<file path="src/rtl/turn_pkg.sv">
// turn_pkg: shared FSM states, widths, player ids and the clamped-target helper for turn_scheduler
package turn_pkg;
  typedef enum logic [2:0] {IDLE, ISSUE, WAIT_DONE, CHECK_WIN, GAME_OVER} turn_state_e;
  localparam int POS_W = 10;
  localparam logic PLAYER_P1 = 1'b0;
  localparam logic PLAYER_P2 = 1'b1;
  localparam int TILE_PX_D = 60;
  localparam int FLAG_X_D = 620;
  function automatic logic [POS_W-1:0] clamp_target(input logic [POS_W-1:0] pos, input logic [1:0] steps,
                                                   input int tile = TILE_PX_D, input int flag = FLAG_X_D);
    logic [POS_W:0] sum;
    sum = {1'b0, pos} + (POS_W+1)'(steps) * (POS_W+1)'(tile);
    return sum > (POS_W+1)'(flag) ? (POS_W)'(flag) : sum[POS_W-1:0];
  endfunction
endpackage

</file>
<file path="src/rtl/turn_timeout_counter.sv">
// turn_timeout_counter: counts cycles while enabled, saturates at TIMEOUT_CYCLES-1 and flags expiry
// ports: clk, rst_n (sync, active-low), i_clear, i_en, o_expired
module turn_timeout_counter #(
  parameter int TIMEOUT_CYCLES = 4000000
) (
  input  logic clk,
  input  logic rst_n,
  input  logic i_clear,
  input  logic i_en,
  output logic o_expired
);
  localparam int CW = $clog2(TIMEOUT_CYCLES + 1);
  logic [CW-1:0] r_cnt;
  assign o_expired = r_cnt == CW'(TIMEOUT_CYCLES - 1);
  always_ff @(posedge clk) begin
    if (!rst_n || i_clear) r_cnt <= '0;
    else if (i_en && !o_expired) r_cnt <= r_cnt + 1'b1;
  end
endmodule

</file>
<file path="src/rtl/turn_scheduler.sv">
// turn_scheduler: two-player turn sequencer; accepts moves, strobes target positions, awaits turn_done, detects win
// ports: clk, rst_n (sync, active-low), move_req/move_steps in, turn_done in;
//        pos_valid, active_player, player1_pos_x, player2_pos_x, busy, winner_valid, winner_id, timeout_err out
module turn_scheduler
  import turn_pkg::*;
#(
  parameter int TILE_PX        = 60,
  parameter int START_X        = 20,
  parameter int FLAG_X         = 620,
  parameter int MAX_STEPS      = 3,
  parameter int TIMEOUT_CYCLES = 4000000
) (
  input  logic             clk,
  input  logic             rst_n,
  input  logic             move_req,
  input  logic [1:0]       move_steps,
  input  logic             turn_done,
  output logic             pos_valid,
  output logic             active_player,
  output logic [POS_W-1:0] player1_pos_x,
  output logic [POS_W-1:0] player2_pos_x,
  output logic             busy,
  output logic             winner_valid,
  output logic             winner_id,
  output logic             timeout_err
);
  turn_state_e      r_state, w_next;
  logic             r_active, r_winner, r_err;
  logic [POS_W-1:0] r_p1, r_p2;
  logic [POS_W-1:0] w_cur_pos, w_target;
  logic             w_legal, w_expired, w_at_flag, w_timeout_hit;
  assign w_cur_pos     = r_active == PLAYER_P2 ? r_p2 : r_p1;
  assign w_target      = clamp_target(w_cur_pos, move_steps, TILE_PX, FLAG_X);
  assign w_legal       = move_req && move_steps != 2'd0 && int'(move_steps) <= MAX_STEPS;
  assign w_at_flag     = w_cur_pos == POS_W'(FLAG_X);
  // turn_done on the last permitted cycle beats the timeout
  assign w_timeout_hit = r_state == WAIT_DONE && w_expired && !turn_done;
  turn_timeout_counter #(.TIMEOUT_CYCLES(TIMEOUT_CYCLES)) u_tmo (
    .clk      (clk),
    .rst_n    (rst_n),
    .i_clear  (r_state != WAIT_DONE),
    .i_en     (r_state == WAIT_DONE),
    .o_expired(w_expired)
  );
  always_ff @(posedge clk) begin
    if (!rst_n) r_state <= IDLE;
    else r_state <= w_next;
  end
  always_comb begin
    w_next = r_state;
    case (r_state)
      IDLE:      w_next = w_legal ? ISSUE : IDLE;
      ISSUE:     w_next = WAIT_DONE;
      WAIT_DONE: w_next = (turn_done || w_expired) ? CHECK_WIN : WAIT_DONE;
      CHECK_WIN: w_next = w_at_flag ? GAME_OVER : IDLE;
      default:   w_next = GAME_OVER;
    endcase
  end
  always_ff @(posedge clk) begin
    if (!rst_n) begin
      r_active <= PLAYER_P1;
      r_p1     <= POS_W'(START_X);
      r_p2     <= POS_W'(START_X);
      r_winner <= PLAYER_P1;
      r_err    <= 1'b0;
    end else begin
      if (r_state == IDLE && w_legal) begin
        if (r_active == PLAYER_P2) r_p2 <= w_target;
        else r_p1 <= w_target;
      end
      if (w_timeout_hit) r_err <= 1'b1;
      if (r_state == CHECK_WIN) begin
        if (w_at_flag) r_winner <= r_active;
        else r_active <= ~r_active;
      end
    end
  end
  assign pos_valid     = r_state == ISSUE;
  assign busy          = r_state == ISSUE || r_state == WAIT_DONE || r_state == CHECK_WIN;
  assign winner_valid  = r_state == GAME_OVER;
  assign winner_id     = r_winner;
  assign timeout_err   = r_err;
  assign active_player = r_active;
  assign player1_pos_x = r_p1;
  assign player2_pos_x = r_p2;
endmodule
</file>
<file path="config.mk">
export PLATFORM = sky130hd
export DESIGN_NAME = turn_scheduler
export DESIGN_NICKNAME = d
export VERILOG_FILES = /design/src/rtl/turn_pkg.sv /design/src/rtl/turn_timeout_counter.sv /design/src/rtl/turn_scheduler.sv
export SDC_FILE = /design/constraint.sdc
export NUM_CORES = 1
export LEC_CHECK = 0
export CAP_MARGIN = 20
export CORE_ASPECT_RATIO = 1.1
export CORE_MARGIN = 3
export CORE_UTILIZATION = 54
export CTS_BUF_LIST = sky130_fd_sc_hd__clkbuf_4 sky130_fd_sc_hd__clkbuf_8
export CTS_CLUSTER_SIZE = 40
export DETAILED_ROUTE_END_ITERATION = 7
export PLACE_DENSITY = 0.8
export SETUP_SLACK_MARGIN = 0.05
export SYNTH_ARGS = -nofsm -noshare
export SYNTH_HDL_FRONTEND = slang
export SYNTH_SLANG_ARGS = --single-unit
</file>
<file path="constraint.sdc">
create_clock -name clk -period 9.3 [get_ports clk]
set_clock_uncertainty 0.15 [all_clocks]
set_input_delay 1.86 -clock clk [delete_from_list [all_inputs] [get_ports clk]]
set_output_delay 1.86 -clock clk [all_outputs]
set_load 0.02 [all_outputs]
</file>
### Word-level counts from Yosys, hierarchy flattened

Cells that the tools add are included.

* bits in registers: 48
* input bits: 6
* output and inout port bits: 26
* logic and storage cells: 44

* add/subtract/negate cells: 2
* multipliers: 1
* magnitude comparators: 1
* eq/ne operators: 7
* multiplexer cells: 6
* bitwise operators: 2
* reductions and logical operators: 18

Operators by type and width (count)
* adder 22 x 1 -> 22 bit (second input constant): 1
* equality test 22 bit (second input constant): 1
* two-way mux 10 bit: 2
* case mux 3 bit (4 select lines): 1
* adder 10 x 8 -> 11 bit: 1
* > comparator 11 x 10 -> 1 bit (second input constant): 1
* equality test 10 bit (second input constant): 1
* AND reduction 2 bit: 4
* equality test 3 x 2 -> 1 bit (second input constant): 2
* multiplier 2 x 4 -> 6 bit (second input constant): 1
* logical AND 1 bit: 5
* logical OR 1 bit: 4
* equality test 3 x 1 -> 1 bit (second input constant): 1
* equality test 3 bit (second input constant): 1
* logical NOT 1 bit: 3
* logical NOT 3 bit: 1
* two-way mux 3 bit: 1
* inequality test 3 x 2 -> 1 bit (second input constant): 1
* two-way mux 1 bit: 2
* NOT 1 bit: 2
* nonzero test 2 bit: 1

### Depth between registers and ports, before layout

* depth in word-level cells: 4
* depth in mapped cells: 12
* depth with buffers taken out: 10

### Cells and area by module

A second synthesis with hierarchy kept.

* cell total of the unflattened synthesis: 316
* area, all modules: 2855.2 µm²

Modules (own cells, without submodules)
* turn_scheduler: instances 1, cells each 188, area each 1739.2 µm², sequential area each 520.5 µm²
* turn_timeout_counter: instances 1, cells each 128, area each 1116.1 µm², sequential area each 440.4 µm²

### Least setup slack after synthesis

No wires, ideal clock.

* kind: input to register
* start point: input move_steps[0]
* end point: register r_p1[7], in the netlist player1_pos_x[7]
* setup time: 0.070 ns
* arrival time: 3.971 ns
* data required time: 9.080 ns
* slack: 5.109 ns
* cell stages on the path: 9
* buffers on the path: 0
* cells stage by stage: inv_1 -> ha_1 -> fa_1 -> a211oi_2 -> o21bai_1 -> a21oi_1 -> nor3_1 -> or4b_1 -> a21boi_1

* longest elaborated chain between the ends: 4
* elaborated cells between the ends (all ways): 8
* classes of those cells: 1 x add/sub; 1 x mul; 1 x order compare; 1 x mux; 4 x reduce/logical

Ends and longest elaborated chain
* from (decl): line turn_scheduler.sv:16 `input logic [1:0] move_steps,`
* multiplier 2 x 4 -> 6 bit / nonzero test 2 bit (equally long branches): line turn_pkg.sv:12, turn_scheduler.sv:34
* adder 10 x 8 -> 11 bit / logical AND 1 bit (equally long branches): line turn_pkg.sv:12, turn_scheduler.sv:34
* > comparator 11 x 10 -> 1 bit / logical AND 1 bit (equally long branches): line turn_pkg.sv:13, turn_scheduler.sv:67
* two-way mux 10 bit / AND reduction 2 bit (equally long branches)
* to (signal assigned): line turn_scheduler.sv:62 `r_p1 <= POS_W'(START_X);`
* to (signal assigned): line turn_scheduler.sv:69 `else r_p1 <= w_target;`
* to (decl): line turn_scheduler.sv:29 `logic [POS_W-1:0] r_p1, r_p2;`

Several ways; a longest one is shown, not always the timed one.
A chain may end at the register's enable or synchronous reset.

### Worst setup path after layout

Ends and elaborated chain as after synthesis.

==> impl_metrics.csv <==
group,metric,value,unit
synthesis,avgSynthCellArea,8.59,um2
timing,min_period_over_period,50.8,%
clock_network,insertion_delay,0.31,ns
floorplanning,die-area,0.00569,mm2
drt,drtPass1Iterations,4,
synthesis,ys_warn_count,0,
drt,vias_per_cell,5.87,
drt,avgRoutedWirePerCell,15.2,um
drt,drc,0,
drt,drtIter0Drc,122,
drt,dr_total_vias,2264,
clock_network,post_cts_resized,0,
worst_setup_path,crit_path_start_kind,"primary input",
place,port_buffers,31,
worst_setup_path,rrSetupSlack,5.52,ns
grt,globalRouteOverflowTotal,0,
worst_setup_path,critPathArrivalTime,4.82,ns
clock_network,cts_tree,"yes",
place,place.gp.congestion,0.812,
final_layout,final_cell_mix,"dfxtp_1 (48), nor2_1 (37), clkdlybuf4s50_1 (31)",
synthesis,synth_ff_type,"dfxtp_1",
final_layout,diodes,0,
timing,setup_viol,0,
timing,hold_ws,0.331,ns
grt,grt_max_degree,23,
place,hpwl,4260,um
grt,grt_pass1_vias,2136,
power,p_per_area,155,mW/mm2
worst_hold_path,holdPathEnd,"timeout_err",
timing,slew_headroom,40.8,%
floorplanning,io_pins,32,
floorplanning,num_rows,25,
flow_run,cap_violations,0,
synthesis,syn_nets,320,
clock_network,clockBufferDepth,2,
synthesis,synth_area_leaders,"dfxtp_1 (37%), nor2_1 (5.3%), ha_1 (4.8%)",
power,power_leakage,1.07,nW
grt,grt_usage,21.8,%
power,ir_worst_vdd,0.0000894,V
worst_hold_path,hold_path.class,"reg2reg",
worst_setup_path,end_kind,"register",
drt,wl,5860,um
worst_hold_path,holdCritStartpoint,"timeout_err",
final_layout,stdcell_area,0.00306,mm2
worst_setup_path,r2r-start,"active_player",
final_layout,nets,348,
grt,grt_pass1_wl,9980,um
status,status,"completed",
timing,hold_violations,0,
synthesis,yosys.area.top_type,"dfxtp_1",
timing,timing.fmax,212,MHz
final_layout,layout_commonest_cell,"dfxtp_1",
timing,tightest_slew,0.886,ns
place,placed_area,0.00293,mm2
timing,rsz0062_at_grt,"false",
worst_setup_path,crit_type,"in2reg",
final_layout,multi_input_area,0.00156,mm2
clock_network,cts.sinks,48,
timing,finalSetupTns,0,ns
clock_network,cts_buffers,5,
worst_setup_path,required,9.39,ns
clock_network,clkTransAtPathRegs,0.09,ns
synthesis,synth_top_area_share,36.9,%
final_layout,drive_gt1_share,8.13,%
timing,finalMaxSlewViolations,0,
drt,final_antenna_net_count,0,
clock_network,clockRootBuffer,"clkbuf_8",
synthesis,yosys.cell_types.count,55,
synthesis,syn_inst,303,
final_layout,seqCellArea,961,um2
synthesis,netlist_area,0.00260,mm2
clock_network,htree_levels,2,
worst_setup_path,r2r-end,"player1_pos_x[7]",
worst_hold_path,min_path_cells,2,
floorplanning,start_util,58.2,%
timing,min_period,4.73,ns
synthesis,synth-edff-count,0,
final_layout,syn_to_final_growth,17.4,%
synthesis,synth_seq_area_share,36.9,%
floorplanning,die_x,72.2,um
worst_setup_path,cp_max_fo,14,
floorplanning,die_y,78.8,um
worst_setup_path,ff2ff_path_depth,10,
clock_network,hold_buffers,0,
clock_network,post_cts_buffers,0,
grt,antenna_found_initial,0,
floorplanning,coreArea,0.00447,mm2
synthesis,yosys_register_bits,48,
synthesis,synthArstFlopShare,0,%
final_layout,nFillCells,361,
-- worst max-delay path by stage --
stage	startpoint	to	slack, ns
after floorplan	move_steps[0]	player1_pos_x[7]	5.11
after global placement	move_steps[0]	player1_pos_x[7]	4.38
after detailed placement	move_steps[0]	player1_pos_x[7]	4.26
after CTS	move_steps[0]	player1_pos_x[7]	4.60
after global routing	move_steps[0]	player1_pos_x[7]	4.44
final	move_steps[0]	player1_pos_x[7]	4.57
-- per-stage QoR --
step / cells / worst slack, ns / total power [W] / utilization [%]
3_3_place_gp: 377 / 4.38 / 0.000319 / 65.6
3_5_place_dp: 377 / 4.26 / 0.000321 / 65.6
4_1_cts: 385 / 4.60 / 0.000475 / 68.1
6_report: 386 / 4.57 / 0.000472 / 68.3
2_1_floorplan: 303 / 5.11 / 0.000293 / -
5_1_grt: 386 / 4.44 / 0.000496 / 68.3
-- where the power goes --
part           total (W)  switching (W)  internal [W]  leakage (nW)
logic          0.0000977      0.0000547     0.0000430         0.628
registers       0.000220     0.00000824      0.000211         0.388
clock network   0.000155      0.0000740     0.0000811        0.0548
total           0.000472       0.000137      0.000335          1.07
-- per-layer routing --
layer,up-vias,part of all wire (%),track usage [%],wire (um)
li1,1146,-,-,-
met1,1072,45,27.3,2650
met2,37,50,37.2,2950
met3,9,2.7,3.54,157
met4,0,1.7,8.27,98
met5,-,0,0,0
-- cell families after synthesis --
logic type	count (synthesis)	synth area share [%]
buffers and inverters	19	3.13
XOR/XNOR	22	7.40
adder cells (fa/ha/maj)	11	5.58
multiplexers	10	4.42
AND/OR/NAND/NOR	134	27.1
AO/OA/AOI/OAI	59	15.4
flip-flops	48	36.9
-- worst max-delay path, stage by stage --
cell and delay [ns]:
clkdlybuf4s50_1 0.51, inv_1 0.07, ha_1 0.33, fa_1 0.46, a211oi_2 0.24, o21bai_1 0.10
a21oi_1 0.35, nor3_1 0.08, buf_4 0.20, or4b_1 0.47, a21boi_1 0.14
-- flip-flops by register name, summed over array words and instances (netlist names) --
register / cells
active_player: 1
player1_pos_x: 10
r_state: 3
player2_pos_x: 10
timeout_err: 1
winner_id: 1
u_tmo.r_cnt: 22
-- area by class of cell --
type,instances,share of cell area (%)
Sequential cell,48,31.4
Clock inverter,3,1.52
Tap cell,54,2.21
Multi-Input combinational cell,236,51.1
Clock buffer,5,2.25
Inverter,7,0.860
Timing Repair Buffer,33,10.6
-- Yosys cell counts (8+ instances only) --
master and number:
dfxtp_1 48, nor2_1 37, nand2_1 24, a21oi_1 21, nor3_1 18, o21ai_0 13, xor2_1 13, ha_1 10
nand3_1 10, clkbuf_1 9, xnor2_1 9, nand4_1 8, or3_1 8
No activity file was read; power rests on OpenSTA's default activity.
